===== config.mk =====
export PLATFORM = sky130hd
export DESIGN_NAME = pattern_detector_param
export DESIGN_NICKNAME = d
export VERILOG_FILES = /design/src/rtl/pattern_det_pkg.sv /design/src/rtl/sat_counter.sv /design/src/rtl/pattern_detector_param.sv
export SDC_FILE = /design/constraint.sdc
export NUM_CORES = 1
export LEC_CHECK = 0
export ABC_AREA = 1
export CORE_ASPECT_RATIO = 0.75
export CORE_MARGIN = 10
export CORE_UTILIZATION = 47
export CTS_BUF_LIST = sky130_fd_sc_hd__clkbuf_8
export CTS_CLUSTER_SIZE = 10
export DETAILED_ROUTE_END_ITERATION = 10
export HOLD_SLACK_MARGIN = 0.02
export PLACE_DENSITY_LB_ADDON = 0.15
export SYNTH_ARGS = -nofsm -noshare
export SYNTH_HDL_FRONTEND = slang
export SYNTH_SLANG_ARGS = --single-unit

===== constraint.sdc =====
create_clock -name clk -period 2.2 [get_ports clk]
set_input_delay 0.44 -clock clk [delete_from_list [all_inputs] [get_ports clk]]
set_output_delay 0.44 -clock clk [all_outputs]
set_load 0.05 [all_outputs]

===== src/rtl/pattern_det_pkg.sv =====
// Shared constants, types and helpers for the parametrised serial pattern detector.
package pattern_det_pkg;

    localparam int DEF_PATTERN_W = 3;
    localparam int DEF_CNT_W     = 16;

    // Width needed to hold a fill count from 0 up to and including pw.
    function automatic int fill_w(input int pw);
        return $clog2(pw + 1);
    endfunction

    typedef enum logic {
        FILL  = 1'b0,
        ARMED = 1'b1
    } fill_state_e;

endpackage


===== src/rtl/sat_counter.sv =====
// Saturating up-counter with a sticky overflow flag raised on an increment at all-ones.
module sat_counter #(
    parameter int W = 16
) (
    input  logic         clk,
    input  logic         rst_n,
    input  logic         clr,
    input  logic         inc,
    output logic [W-1:0] count,
    output logic         ovf
);

    logic [W-1:0] count_q, count_d;
    logic         ovf_q, ovf_d;

    always_comb begin
        count_d = count_q;
        ovf_d   = ovf_q;
        if (clr) begin
            count_d = '0;
            ovf_d   = 1'b0;
        end else if (inc) begin
            if (&count_q) begin
                ovf_d = 1'b1;
            end else begin
                count_d = count_q + W'(1);
            end
        end
    end

    always_ff @(posedge clk or negedge rst_n) begin
        if (!rst_n) begin
            count_q <= '0;
            ovf_q   <= 1'b0;
        end else begin
            count_q <= count_d;
            ovf_q   <= ovf_d;
        end
    end

    assign count = count_q;
    assign ovf   = ovf_q;

endmodule


===== src/rtl/pattern_detector_param.sv =====
// Serial pattern detector with programmable pattern/mask, overlap mode, warm-up gating
// and a saturating match counter.
module pattern_detector_param
    import pattern_det_pkg::*;
#(
    parameter int PATTERN_W = DEF_PATTERN_W,
    parameter int CNT_W     = DEF_CNT_W
) (
    input  logic                 clk,
    input  logic                 rst_n,
    input  logic                 clear,
    input  logic [PATTERN_W-1:0] cfg_pattern,
    input  logic [PATTERN_W-1:0] cfg_mask,
    input  logic                 cfg_overlap,
    input  logic                 in_valid,
    input  logic                 data_in,
    output logic                 detected,
    output logic [CNT_W-1:0]     match_count,
    output logic                 count_ovf
);

    localparam int              FW   = fill_w(PATTERN_W);
    localparam logic [FW-1:0]   FULL = FW'(PATTERN_W);

    logic [PATTERN_W-1:0] shift_q, shift_d;
    logic [FW-1:0]        fill_q, fill_d, fill_inc;
    logic                 det_q, det_d;
    logic                 match;
    fill_state_e          state;

    // The fill count is the whole state machine; state is its decoded view.
    always_comb begin
        state = (fill_q == FULL) ? ARMED : FILL;
    end

    always_comb begin
        shift_d  = shift_q;
        fill_d   = fill_q;
        fill_inc = (state == ARMED) ? FULL : fill_q + FW'(1);
        match    = 1'b0;
        if (clear) begin
            shift_d = '0;
            fill_d  = '0;
        end else if (in_valid) begin
            shift_d = {shift_q[PATTERN_W-2:0], data_in};
            fill_d  = fill_inc;
            match   = (fill_inc == FULL) &&
                      (((shift_d ^ cfg_pattern) & cfg_mask) == '0);
            // Non-overlapping: stale history stays in shift_q but must be refilled.
            if (match && !cfg_overlap) begin
                fill_d = '0;
            end
        end
        det_d = match;
    end

    always_ff @(posedge clk or negedge rst_n) begin
        if (!rst_n) begin
            shift_q <= '0;
            fill_q  <= '0;
            det_q   <= 1'b0;
        end else begin
            shift_q <= shift_d;
            fill_q  <= fill_d;
            det_q   <= det_d;
        end
    end

    sat_counter #(
        .W (CNT_W)
    ) u_cnt (
        .clk   (clk),
        .rst_n (rst_n),
        .clr   (clear),
        .inc   (match),
        .count (match_count),
        .ovf   (count_ovf)
    );

    assign detected = det_q;

endmodule


==> metrics.md <==
| Metric | Value |
|---|---|
| H-tree depth | `1` |
| Initial DRT Pass Iterations | `5` |
| Wire length per cell | `around 13 um` |
| Number of diodes | `0` |
| Leak | `a little over 0.8 nW` |
| Total number of vias | `~1400` |
| Deepest clock path buffer count | `2` |
| Synthesized cell area | `between 1000 and 1500 um^2` |
| Worst Tran Pin Value | `between 500 and 600 ps` |
| Synth Area per Inst | `~6.8 um^2` |
| First-pass GRT wire length | `about 5800 um` |
| Syn nets | `about 220` |
| Max-Cap Viols | `0` |
| Pins over their slew limit | `0` |
| Number of buffers added on ports | `29` |
| RSZ-0062 raised after global routing | `no` |
| Clk_lat worst skew | `260 ps` |
| CP arrival | `1590 ps` |
| Setup CP Type | `flop to output pin` |
| Largest net degree at the start of global routing | `23` |
| Fmax | `between 400 and 500 MHz` |
| Library cells used by synthesis | `26` |
| Crit path buf inv count | `1` |
| Non-Filler Instances | `about 270` |
| Clk_skew | `about 3.9 ps` |
| Antenna violations before repair | `0` |
| Core area | `about 2700 um^2` |
| Placed cell count | `between 200 and 300` |
| Area of the multi-input gates | `roughly 740 um^2` |
| Die area | `roughly 5500 um^2` |
| Max IR drop VDD | `0.327 mV` |
| Die width | `a little over 80 um` |
| Row Count | `16` |
| Post-synthesis sequential area ratio | `0.399` |
| Global-route usage over all layers | `0.131` |
| Layout net count | `around 250` |
| Critical Path End Type | `output pin` |
| Worst slew margin | `0.652` |
| Slowest CP cell | `clkdlybuf4s50_1` |
| Remaining global-route overflow | `0` |
| Final setup violating endpoints | `0` |
| Proportion of layout cells with a drive suffix above 1 | `0.0553` |
| Die H | `roughly 67 um` |
| Commonest non-fill, non-tap cell in the layout | `nand2_1` |
| Setup TNS | `0 ps` |
| Vias in the first global route | `between 1000 and 1500` |
| Resized Gates After CTS | `0` |
| Crit-path cells | `clkdlybuf4s50_1` |
| Synth-to-layout area growth | `27.6%` |
| Vias per Instance | `5.23` |
| Crit path required time | `1760 ps` |
| CP startpoint kind | `flop` |
| Max incr delay on CP | `between 800 and 900 ps` |
| Status | `finished, final reports clean` |
| First DRT Iteration DRCs | `roughly 160` |
| Hold Path Class | `flop to flop` |
| Final period utilization | `0.924` |
| CP Max Fanout | `7` |
| Antenna-violating nets left | `0` |
| Root buf cell | `clkbuf_8` |
| Starting Density | `0.511` |
| Final hold vios | `0` |
| GP Congestion | `about 1` |
| Final setup margin | `roughly 170 ps` |
| Pwr dens | `approximately 450 nW/um^2` |
| Reg area | `between 500 and 600 um^2` |
| Synth Register Bits | `22` |
| FILL cells | `240` |
| I/O pins | `30` |
| Final min period | `2030 ps` |
| TritonCTS clock tree | `done` |
| YS warnings | `0` |
| Clk slew on worst S/H paths | `~70 ps` |
| Postcts setup bufs | `0` |
| DR DRC count | `0` |
| Clock Sinks | `22` |
| Synth Instances | `204` |
| # hold bufs at CTS | `0` |
| Largest delay share family, worst path | `buffers and inverters` |
| DP Worst Slack | `151 ps` |
| Post-DP HPWL | `between 2000 and 3000 um` |
| Clock buffer count from CTS | `3` |
| Most frequent cells in the layout | `nand2_1, nor2_1, clkdlybuf4s50_1` |
| Routed wire length | `between 3000 and 4000 um` |
==> Yosys cell counts (all sizes together) <==
master	n	area, um^2
clkbuf	1	3.75
inv	16	60.1
nor3	1	5.00
a21oi	6	30.0
o21ai	7	35.0
nand3b	2	27.5
xor2	1	8.76
buf	3	21.3
a31oi	1	6.26
nor2	35	146
dfrtp	22	551
xnor2	1	8.76
nand3	24	125
nand2	78	303
a22o	1	8.76
o21bai	2	15.0
nand4	2	12.5
ha	1	12.5
==> where the power goes <==
part           switching, mW  internal [mW]
Sequential           0.00781          0.412
Clock                  0.120          0.159
Combinational         0.0501         0.0362
Total                  0.177          0.608
==> cell families after synthesis <==
| kind of cell | after synthesis | share of synthesized area |
|---|---|---|
| AOI/OAI and AO/OA | 17 | 0.0689 |
| xor gates and xnor gates | 2 | 0.0127 |
| adders and majority gates | 1 | 0.00906 |
| buffers and inverters | 20 | 0.0616 |
| DFF | 22 | 0.399 |
| and+or+nand+nor | 142 | 0.449 |
==> metal layers <==
layer  up-vias  global-route usage  share of wire
li1        712                   -              -
met1       636               0.176           0.44
met2        64               0.199           0.45
met3         4              0.0429           0.10
met4         0              0.0250         0.0092
met5         -                   0              0
==> worst paths after layout <==
kind / startpoint / to / slack (ps) / cells past startpoint
worst max-delay path: u_cnt.count[10]$_DFFE_PN0P_ / match_count[10] / 170 / 1
worst min-delay path: u_cnt.ovf$_DFFE_PN0P_ / u_cnt.ovf$_DFFE_PN0P_ / 510 / 2
worst max register to register: u_cnt.count[0]$_DFFE_PN0P_ / u_cnt.count[0]$_DFFE_PN0P_ / 400 / 8
worst min register to register: u_cnt.ovf$_DFFE_PN0P_ / u_cnt.ovf$_DFFE_PN0P_ / 510 / 2
max in group asynchronous: rst_n / u_cnt.count[10]$_DFFE_PN0P_ / 1460 / 2
min in group asynchronous: rst_n / fill_q[0]$_DFFE_PN0P_ / 520 / 2
==> per-stage QoR <==
step           utilization  hold slack, ps  total power [mW]  instance area (um^2)
2_1_floorplan            -             144             0.473                  1380
3_3_place_gp         0.631             490             0.511                  1710
3_5_place_dp         0.631             498             0.514                  1710
4_1_cts              0.651             516             0.795                  1760
5_1_grt              0.651             538             0.822                  1760
6_report             0.651             510             0.785                  1760
==> cell type report <==
class                   instances  share of cell area
multi-input cells             162               0.423
clock buffers                   4              0.0313
inverters                      16              0.0341
flip-flops and latches         22               0.313
repair buffers                 31               0.173
well taps                      36              0.0256
==> sequential cells by signal, summed over array words and instances (netlist names) <==
signal / flops
detected: 1
shift_q: 2
u_cnt.ovf: 1
fill_q: 2
u_cnt.count: 16
==> worst register-to-register path, stage by stage (launching register included) <==
cell and delay (ps):
dfrtp_1 420, ha_1 200, nand2_1 120, nor2_4 220, nand3_2 110, nand3b_4 290
nand2_4 230, nand2_1 80, nand2_1 70
Power figures use the tool's default switching activity.
